--- src/rtl/hazard_unit_mc.sv ---
// Hazard and forwarding unit for the five-stage pipeline. It adds a multi-cycle multiply hold in E,
// a data-memory wait that freezes F..M, and saturating stall/flush counters.
module hazard_unit_mc #(
  parameter int REG_AW   = 4,
  parameter bit ZERO_REG = 1'b0,
  parameter int MUL_LAT  = 3,
  parameter int CNT_W    = 32
) (
  input  logic              clk,
  input  logic              reset,
  input  logic [REG_AW-1:0] RA1D,
  input  logic [REG_AW-1:0] RA2D,
  input  logic [REG_AW-1:0] RA1E,
  input  logic [REG_AW-1:0] RA2E,
  input  logic [REG_AW-1:0] WA3E,
  input  logic [REG_AW-1:0] WA3M,
  input  logic [REG_AW-1:0] WA3W,
  input  logic              RegWriteM,
  input  logic              RegWriteW,
  input  logic              MemtoRegE,
  input  logic              BranchTakenE,
  input  logic              PCWrPendingF,
  input  logic              PCSrcW,
  input  logic              MulStartE,
  input  logic              MemReqM,
  input  logic              MemReadyM,
  input  logic              CntClr,
  output logic [1:0]        ForwardAE,
  output logic [1:0]        ForwardBE,
  output logic              StallF,
  output logic              StallD,
  output logic              StallE,
  output logic              StallM,
  output logic              FlushD,
  output logic              FlushE,
  output logic              FlushM,
  output logic              FlushW,
  output logic              MulBusyE,
  output logic              MulDoneE,
  output logic [CNT_W-1:0]  StallCnt,
  output logic [CNT_W-1:0]  FlushCnt
);

  // The down-counter only ever holds MUL_LAT-2, so it is sized for that value.
  localparam int CW = (MUL_LAT > 3) ? $clog2(MUL_LAT - 1) : 1;
  localparam logic [CW-1:0] MUL_LOAD = CW'(MUL_LAT - 2);
  localparam logic [CW-1:0] CNT_ZERO = {CW{1'b0}};
  localparam logic [CNT_W-1:0] CNT_MAX = {CNT_W{1'b1}};

  typedef enum logic {IDLE = 1'b0, BUSY = 1'b1} mulState_t;

  mulState_t       mulState, mulStateNext;
  logic [CW-1:0]   mulCnt, mulCntNext;
  logic            memStall, ldrStall, mulStall;

  function automatic logic regMatch(input logic [REG_AW-1:0] a, input logic [REG_AW-1:0] b);
    regMatch = (a == b) && (!ZERO_REG || (a != {REG_AW{1'b0}}));
  endfunction

  // Forwarding selects; the M stage result is newer, so it wins over W.
  always_comb begin
    ForwardAE = 2'b00;
    ForwardBE = 2'b00;
    if (RegWriteM && regMatch(WA3M, RA1E)) begin
      ForwardAE = 2'b10;
    end else if (RegWriteW && regMatch(WA3W, RA1E)) begin
      ForwardAE = 2'b01;
    end else begin
      ForwardAE = 2'b00;
    end
    if (RegWriteM && regMatch(WA3M, RA2E)) begin
      ForwardBE = 2'b10;
    end else if (RegWriteW && regMatch(WA3W, RA2E)) begin
      ForwardBE = 2'b01;
    end else begin
      ForwardBE = 2'b00;
    end
  end

  // Load-use and memory-wait hazard detection.
  always_comb begin
    memStall = MemReqM & ~MemReadyM;
    ldrStall = MemtoRegE & (regMatch(WA3E, RA1D) | regMatch(WA3E, RA2D));
  end

  // Multiply FSM state register.
  always_ff @(posedge clk or posedge reset) begin
    if (reset) begin
      mulState <= IDLE;
      mulCnt   <= CNT_ZERO;
    end else begin
      mulState <= mulStateNext;
      mulCnt   <= mulCntNext;
    end
  end

  // Multiply FSM next state; a memory wait freezes the whole FSM, including a pending start.
  always_comb begin
    mulStateNext = mulState;
    mulCntNext   = mulCnt;
    case (mulState)
      IDLE: begin
        if (MulStartE && !memStall) begin
          mulStateNext = BUSY;
          mulCntNext   = MUL_LOAD;
        end else begin
          mulStateNext = IDLE;
          mulCntNext   = mulCnt;
        end
      end
      BUSY: begin
        if (memStall) begin
          mulStateNext = BUSY;
          mulCntNext   = mulCnt;
        end else if (mulCnt != CNT_ZERO) begin
          mulStateNext = BUSY;
          mulCntNext   = mulCnt - CW'(1);
        end else begin
          mulStateNext = IDLE;
          mulCntNext   = CNT_ZERO;
        end
      end
      default: begin
        mulStateNext = IDLE;
        mulCntNext   = CNT_ZERO;
      end
    endcase
  end

  // Multiply FSM outputs.
  always_comb begin
    mulStall = 1'b0;
    MulBusyE = 1'b0;
    MulDoneE = 1'b0;
    case (mulState)
      IDLE: begin
        mulStall = MulStartE & ~memStall;
        MulBusyE = 1'b0;
        MulDoneE = 1'b0;
      end
      BUSY: begin
        mulStall = (mulCnt != CNT_ZERO);
        MulBusyE = 1'b1;
        MulDoneE = (mulCnt == CNT_ZERO) & ~memStall;
      end
      default: begin
        mulStall = 1'b0;
        MulBusyE = 1'b0;
        MulDoneE = 1'b0;
      end
    endcase
  end

  // Stall and flush steering: a memory wait freezes everything and only bubbles W.
  always_comb begin
    StallF = memStall | mulStall | ldrStall | PCWrPendingF;
    StallD = memStall | mulStall | ldrStall;
    StallE = memStall | mulStall;
    StallM = memStall;
    FlushD = ~memStall & ~mulStall & (PCWrPendingF | PCSrcW | BranchTakenE);
    FlushE = ~memStall & ~mulStall & (ldrStall | BranchTakenE);
    FlushM = ~memStall & mulStall;
    FlushW = memStall;
  end

  // Saturating performance counters; clear beats increment.
  always_ff @(posedge clk or posedge reset) begin
    if (reset) begin
      StallCnt <= {CNT_W{1'b0}};
      FlushCnt <= {CNT_W{1'b0}};
    end else if (CntClr) begin
      StallCnt <= {CNT_W{1'b0}};
      FlushCnt <= {CNT_W{1'b0}};
    end else begin
      if (StallF && (StallCnt != CNT_MAX)) begin
        StallCnt <= StallCnt + CNT_W'(1);
      end else begin
        StallCnt <= StallCnt;
      end
      if (FlushE && (FlushCnt != CNT_MAX)) begin
        FlushCnt <= FlushCnt + CNT_W'(1);
      end else begin
        FlushCnt <= FlushCnt;
      end
    end
  end

endmodule
--- config.mk ---
export PLATFORM = sky130hd
export DESIGN_NAME = hazard_unit_mc
export DESIGN_NICKNAME = d
export VERILOG_FILES = /design/src/rtl/hazard_unit_mc.sv
export SDC_FILE = /design/constraint.sdc
export NUM_CORES = 1
export LEC_CHECK = 0
export ABC_AREA = 1
export BUFFER_PORTS_ARGS = -buffer_cell sky130_fd_sc_hd__buf_2
export CAP_MARGIN = 10
export CORE_ASPECT_RATIO = 0.9
export CORE_MARGIN = 2
export CORE_UTILIZATION = 54
export DETAILED_ROUTE_END_ITERATION = 10
export PLACE_DENSITY_LB_ADDON = 0.25
export SETUP_SLACK_MARGIN = 0.5
export SLEW_MARGIN = 15
export SYNTH_ARGS = -nofsm -noshare
export SYNTH_HDL_FRONTEND = slang
export SYNTH_SLANG_ARGS = --single-unit
--- constraint.sdc ---
create_clock -name clk -period 3 [get_ports clk]
set_input_delay 0.3 -clock clk [delete_from_list [all_inputs] [get_ports clk]]
set_output_delay 0.3 -clock clk [all_outputs]
set_load 0.02 [all_outputs]
==> Flow_metrics.wiki <==
{| class="wikitable"
! Metric !! Value
|-
| Combinational power share || 23.1%
|-
| Power density over the cells || 382 nW/um2
|-
| Reg2Reg Depth || 10
|-
| Clock Path Buffers || 2
|-
| Via density || 5.31
|-
| Fill cell count || 893
|-
| Remaining routing DRC violations || 0
|-
| Number of setup buffers added after CTS || 0
|-
| Yosys top cell area share || 30.8%
|-
| Sequential share of power || 40.7%
|-
| Number of buffers created by CTS || 9
|-
| Final RePlAce weighted congestion || 0.898
|-
| Initial standard-cell utilization of the core || 55.6%
|-
| Top Ports || 118
|-
| Leakage power figure || 3.38 nW
|-
| Antenna diode instance count || 0
|-
| Worst-case setup slack after placement || 0.706 ns
|-
| CP arrival || 2.57 ns
|-
| Overall die area || 10800 um2
|-
| Element type at the critical path start || flop
|-
| Area of combinational cells with multiple inputs || 3150 um2
|-
| First-pass GRT wire length || 23700 um
|-
| Worst path required time || 3.23 ns
|-
| Max-slew headroom || 31.8%
|-
| Area Growth Syn to Fin || 15.6%
|-
| RSZ-0062 raised after global routing || false
|-
| Post-Synthesis Cells || 848
|-
| Post-synthesis sequential area ratio || 30.8%
|-
| Via count || 5752
|-
| Maximum number of pins on one net before global-route repair || 49
|-
| Result of the run || complete, no violations
|-
| Clk sink count || 66
|-
| Synthesized area || 5370 um2
|-
| Net switching fraction of the power || 34.1%
|-
| H-Tree Level Count || 3
|-
| Final count of pins violating max slew || 0
|-
| Standard-cell row count || 34
|-
| Type of the most critical hold path || in -> async
|-
| Biggest fanout along the worst timing path || 33
|-
| Input/output buffers || 117
|-
| Clock skew || 0.0114 ns
|-
| Hold_buf cts || 0
|-
| Max cap viols || 0
|-
| Final number of hold-violating endpoints || 0
|-
| Initial antenna violation count || 0
|-
| Register area || 1650 um2
|-
| Library cell occupying the most area in the post-synthesis netlist || sky130_fd_sc_hd__dfrtp_1
|-
| Clock tree root buffer cell || sky130_fd_sc_hd__clkbuf_8
|-
| Worst VDD drop || 322 uV
|-
| Average detailed-routed wire length per instance || 13.2 um
|-
| Number of detailed-route iterations in the first pass || 6
|-
| Width of the chip || 109 um
|-
| Number of nets with antenna violations after routing || 0
|-
| Power dissipated by switching net loads || 0.808 mW
|-
| Fraction of final layout cells with drive strength greater than 1 || 18.3%
|-
| Peak clock frequency supported by timing || 427 MHz
|-
| Sum of negative setup slack || 0 ns
|-
| Internal cell power || 1.56 mW
|-
| Gr ovfl total || 0
|-
| Worst skew pair latency || 0.34 ns
|-
| WS Path Type || reg -> reg
|-
| Setup violations, final || 0
|-
| Detail Placement HPWL || 10300 um
|-
| Top cells by area in the synthesized netlist || sky130_fd_sc_hd__dfrtp_1, sky130_fd_sc_hd__nand2_1, sky130_fd_sc_hd__nor2_1
|-
| Final WS setup || 0.660 ns
|-
| Clock tree from TritonCTS || done
|-
| Post-synthesis sequential element count || 66
|-
| Count of yosys warnings during synthesis || 0
|-
| Clock network power share || 36.2%
|-
| Post_cts resized || 0
|-
| Transition time at the pin with the least slew margin || 1.02 ns
|-
| Period utilization || 78.0%
|-
| Setup crit end kind || flop
|-
| Syn avg cell area || 6.33 um2
|-
| Number of nets in the final layout || 995
|-
| Fin crit period || 2.34 ns
|-
| First DRT Iteration DRCs || 489
|-
| Net count after synthesis || 890
|-
| Final wirelength || 14300 um
|-
| Height of the die || 98.6 um
|-
| Core Region || 9660 um2
|-
| Final worst hold slack || 0.205 ns
|-
| Count of distinct cell types in the synthesized netlist || 38
|-
| GR Util All Layers || 27.1%
|-
| Via count of the first global-routing pass || 4970
|-
| Clock slew at the register clock pins of the worst setup and hold paths || 0.08 ns
|}
## synthesized netlist by cell type
cell / count
sky130_fd_sc_hd__a211oi_1: 2
sky130_fd_sc_hd__a21oi_1: 6
sky130_fd_sc_hd__a22oi_1: 1
sky130_fd_sc_hd__buf_1: 1
sky130_fd_sc_hd__buf_2: 9
sky130_fd_sc_hd__buf_4: 2
sky130_fd_sc_hd__buf_6: 8
sky130_fd_sc_hd__clkbuf_1: 10
sky130_fd_sc_hd__clkinv_1: 2
sky130_fd_sc_hd__dfrtp_1: 66
sky130_fd_sc_hd__ha_1: 2
sky130_fd_sc_hd__inv_1: 97
sky130_fd_sc_hd__inv_2: 2
sky130_fd_sc_hd__nand2_1: 306
sky130_fd_sc_hd__nand2_2: 3
sky130_fd_sc_hd__nand2_4: 2
sky130_fd_sc_hd__nand3_1: 85
sky130_fd_sc_hd__nand3_2: 14
sky130_fd_sc_hd__nand3_4: 2
sky130_fd_sc_hd__nand3b_1: 1
sky130_fd_sc_hd__nand4_1: 42
sky130_fd_sc_hd__nand4_4: 1
sky130_fd_sc_hd__nor2_1: 115
sky130_fd_sc_hd__nor2_2: 3
sky130_fd_sc_hd__nor2_4: 4
sky130_fd_sc_hd__nor2_8: 1
sky130_fd_sc_hd__nor3_1: 11
sky130_fd_sc_hd__nor3_2: 2
sky130_fd_sc_hd__nor3b_1: 1
sky130_fd_sc_hd__nor4_1: 1
sky130_fd_sc_hd__o2111ai_1: 2
sky130_fd_sc_hd__o211ai_1: 1
sky130_fd_sc_hd__o21ai_0: 2
sky130_fd_sc_hd__o21bai_1: 2
sky130_fd_sc_hd__o221ai_1: 1
sky130_fd_sc_hd__o22ai_1: 4
sky130_fd_sc_hd__xnor2_1: 12
sky130_fd_sc_hd__xor2_1: 22
## registers in the layout, indices dropped and copies added (netlist names)
signal and flops:
FlushCnt 32, mulCnt 1, mulState 1, StallCnt 32
## power groups by stage
stage          Sequential, mW  Combinational (mW)  Clock [mW]
2_1_floorplan            1.01               0.389           0
3_3_place_gp            0.980               0.545           0
3_5_place_dp            0.980               0.548           0
4_1_cts                 0.965               0.548       0.869
5_1_grt                 0.971               0.601       0.901
6_report                0.965               0.547       0.858
## stage by stage
step	cell area, um2	power, mW	utilization (%)	cells
detailed placement	5980	1.53	62.0	1068
global route	6200	2.47	64.2	1084
finish	6200	2.37	64.2	1084
CTS	6200	2.38	64.2	1084
floorplan	5370	1.40	-	848
global placement	5980	1.52	62.0	1068
## area by class of cell
class,instances,area share (%)
timing repair buffer,124,10.5
tap,126,2.54
inverter,101,6.11
sequential,66,26.6
clock buffer,11,2.28
clock inverter,5,1.25
multi-input combinational,651,50.7
## placed cells by master, fill, tap and decap left out, drive strengths merged
cell / count
nand3: 101
bufinv: 2
inv: 100
buf: 124
clkbuf: 11
o211ai: 1
o221ai: 1
o2111ai: 2
nand4: 43
o22ai: 4
ha: 2
nor3b: 1
clkinvlp: 1
xnor2: 12
a21oi: 6
nor3: 13
nand3b: 1
o21bai: 2
o21ai: 2
a211oi: 2
a22oi: 1
nand2: 311
clkinv: 3
nor2: 123
nor4: 1
xor2: 22
dfrtp: 66
## cells by family after synthesis
group / synth area share (%)
flops: 30.8
xor+xnor: 5.55
buf+inv: 10.6
fa+ha+maj: 0.466
compound gates: 2.54
simple gates: 50.0
## final timing paths
| path | slack (ns) | to | startpoint |
|---|---|---|---|
| max | 0.66 | FlushCnt[28] | FlushCnt[0] |
| min | 0.21 | FlushCnt[26] | reset |
| max reg2reg | 0.66 | FlushCnt[28] | FlushCnt[0] |
| min reg2reg | 0.52 | mulCnt | mulState |
| max in group asynchronous | 2.06 | StallCnt[31] | reset |
| min in group clk | 0.25 | mulCnt | MulStartE |
## metal layers
layer / GRT usage, % / wire, um / up-vias
met5: 0 / 0 / -
met4: 5.52 / 134 / 0
met3: 5.09 / 1140 / 15
met2: 40.5 / 6290 / 246
met1: 40.9 / 6760 / 2588
li1: - / - / 2903
## worst max-delay path, cell delays in order (launching register included)
cell	delay [ns]
sky130_fd_sc_hd__dfrtp_1	0.44
sky130_fd_sc_hd__ha_1	0.22
sky130_fd_sc_hd__nand2_2	0.08
sky130_fd_sc_hd__nor2_4	0.17
sky130_fd_sc_hd__nand3_4	0.13
sky130_fd_sc_hd__nor2_8	0.16
sky130_fd_sc_hd__nand3_2	0.10
sky130_fd_sc_hd__nand3_4	0.35
sky130_fd_sc_hd__nand2_4	0.32
sky130_fd_sc_hd__nand2_1	0.17
sky130_fd_sc_hd__nand2_1	0.06
Note: power is estimated with default switching activity, not from simulation.
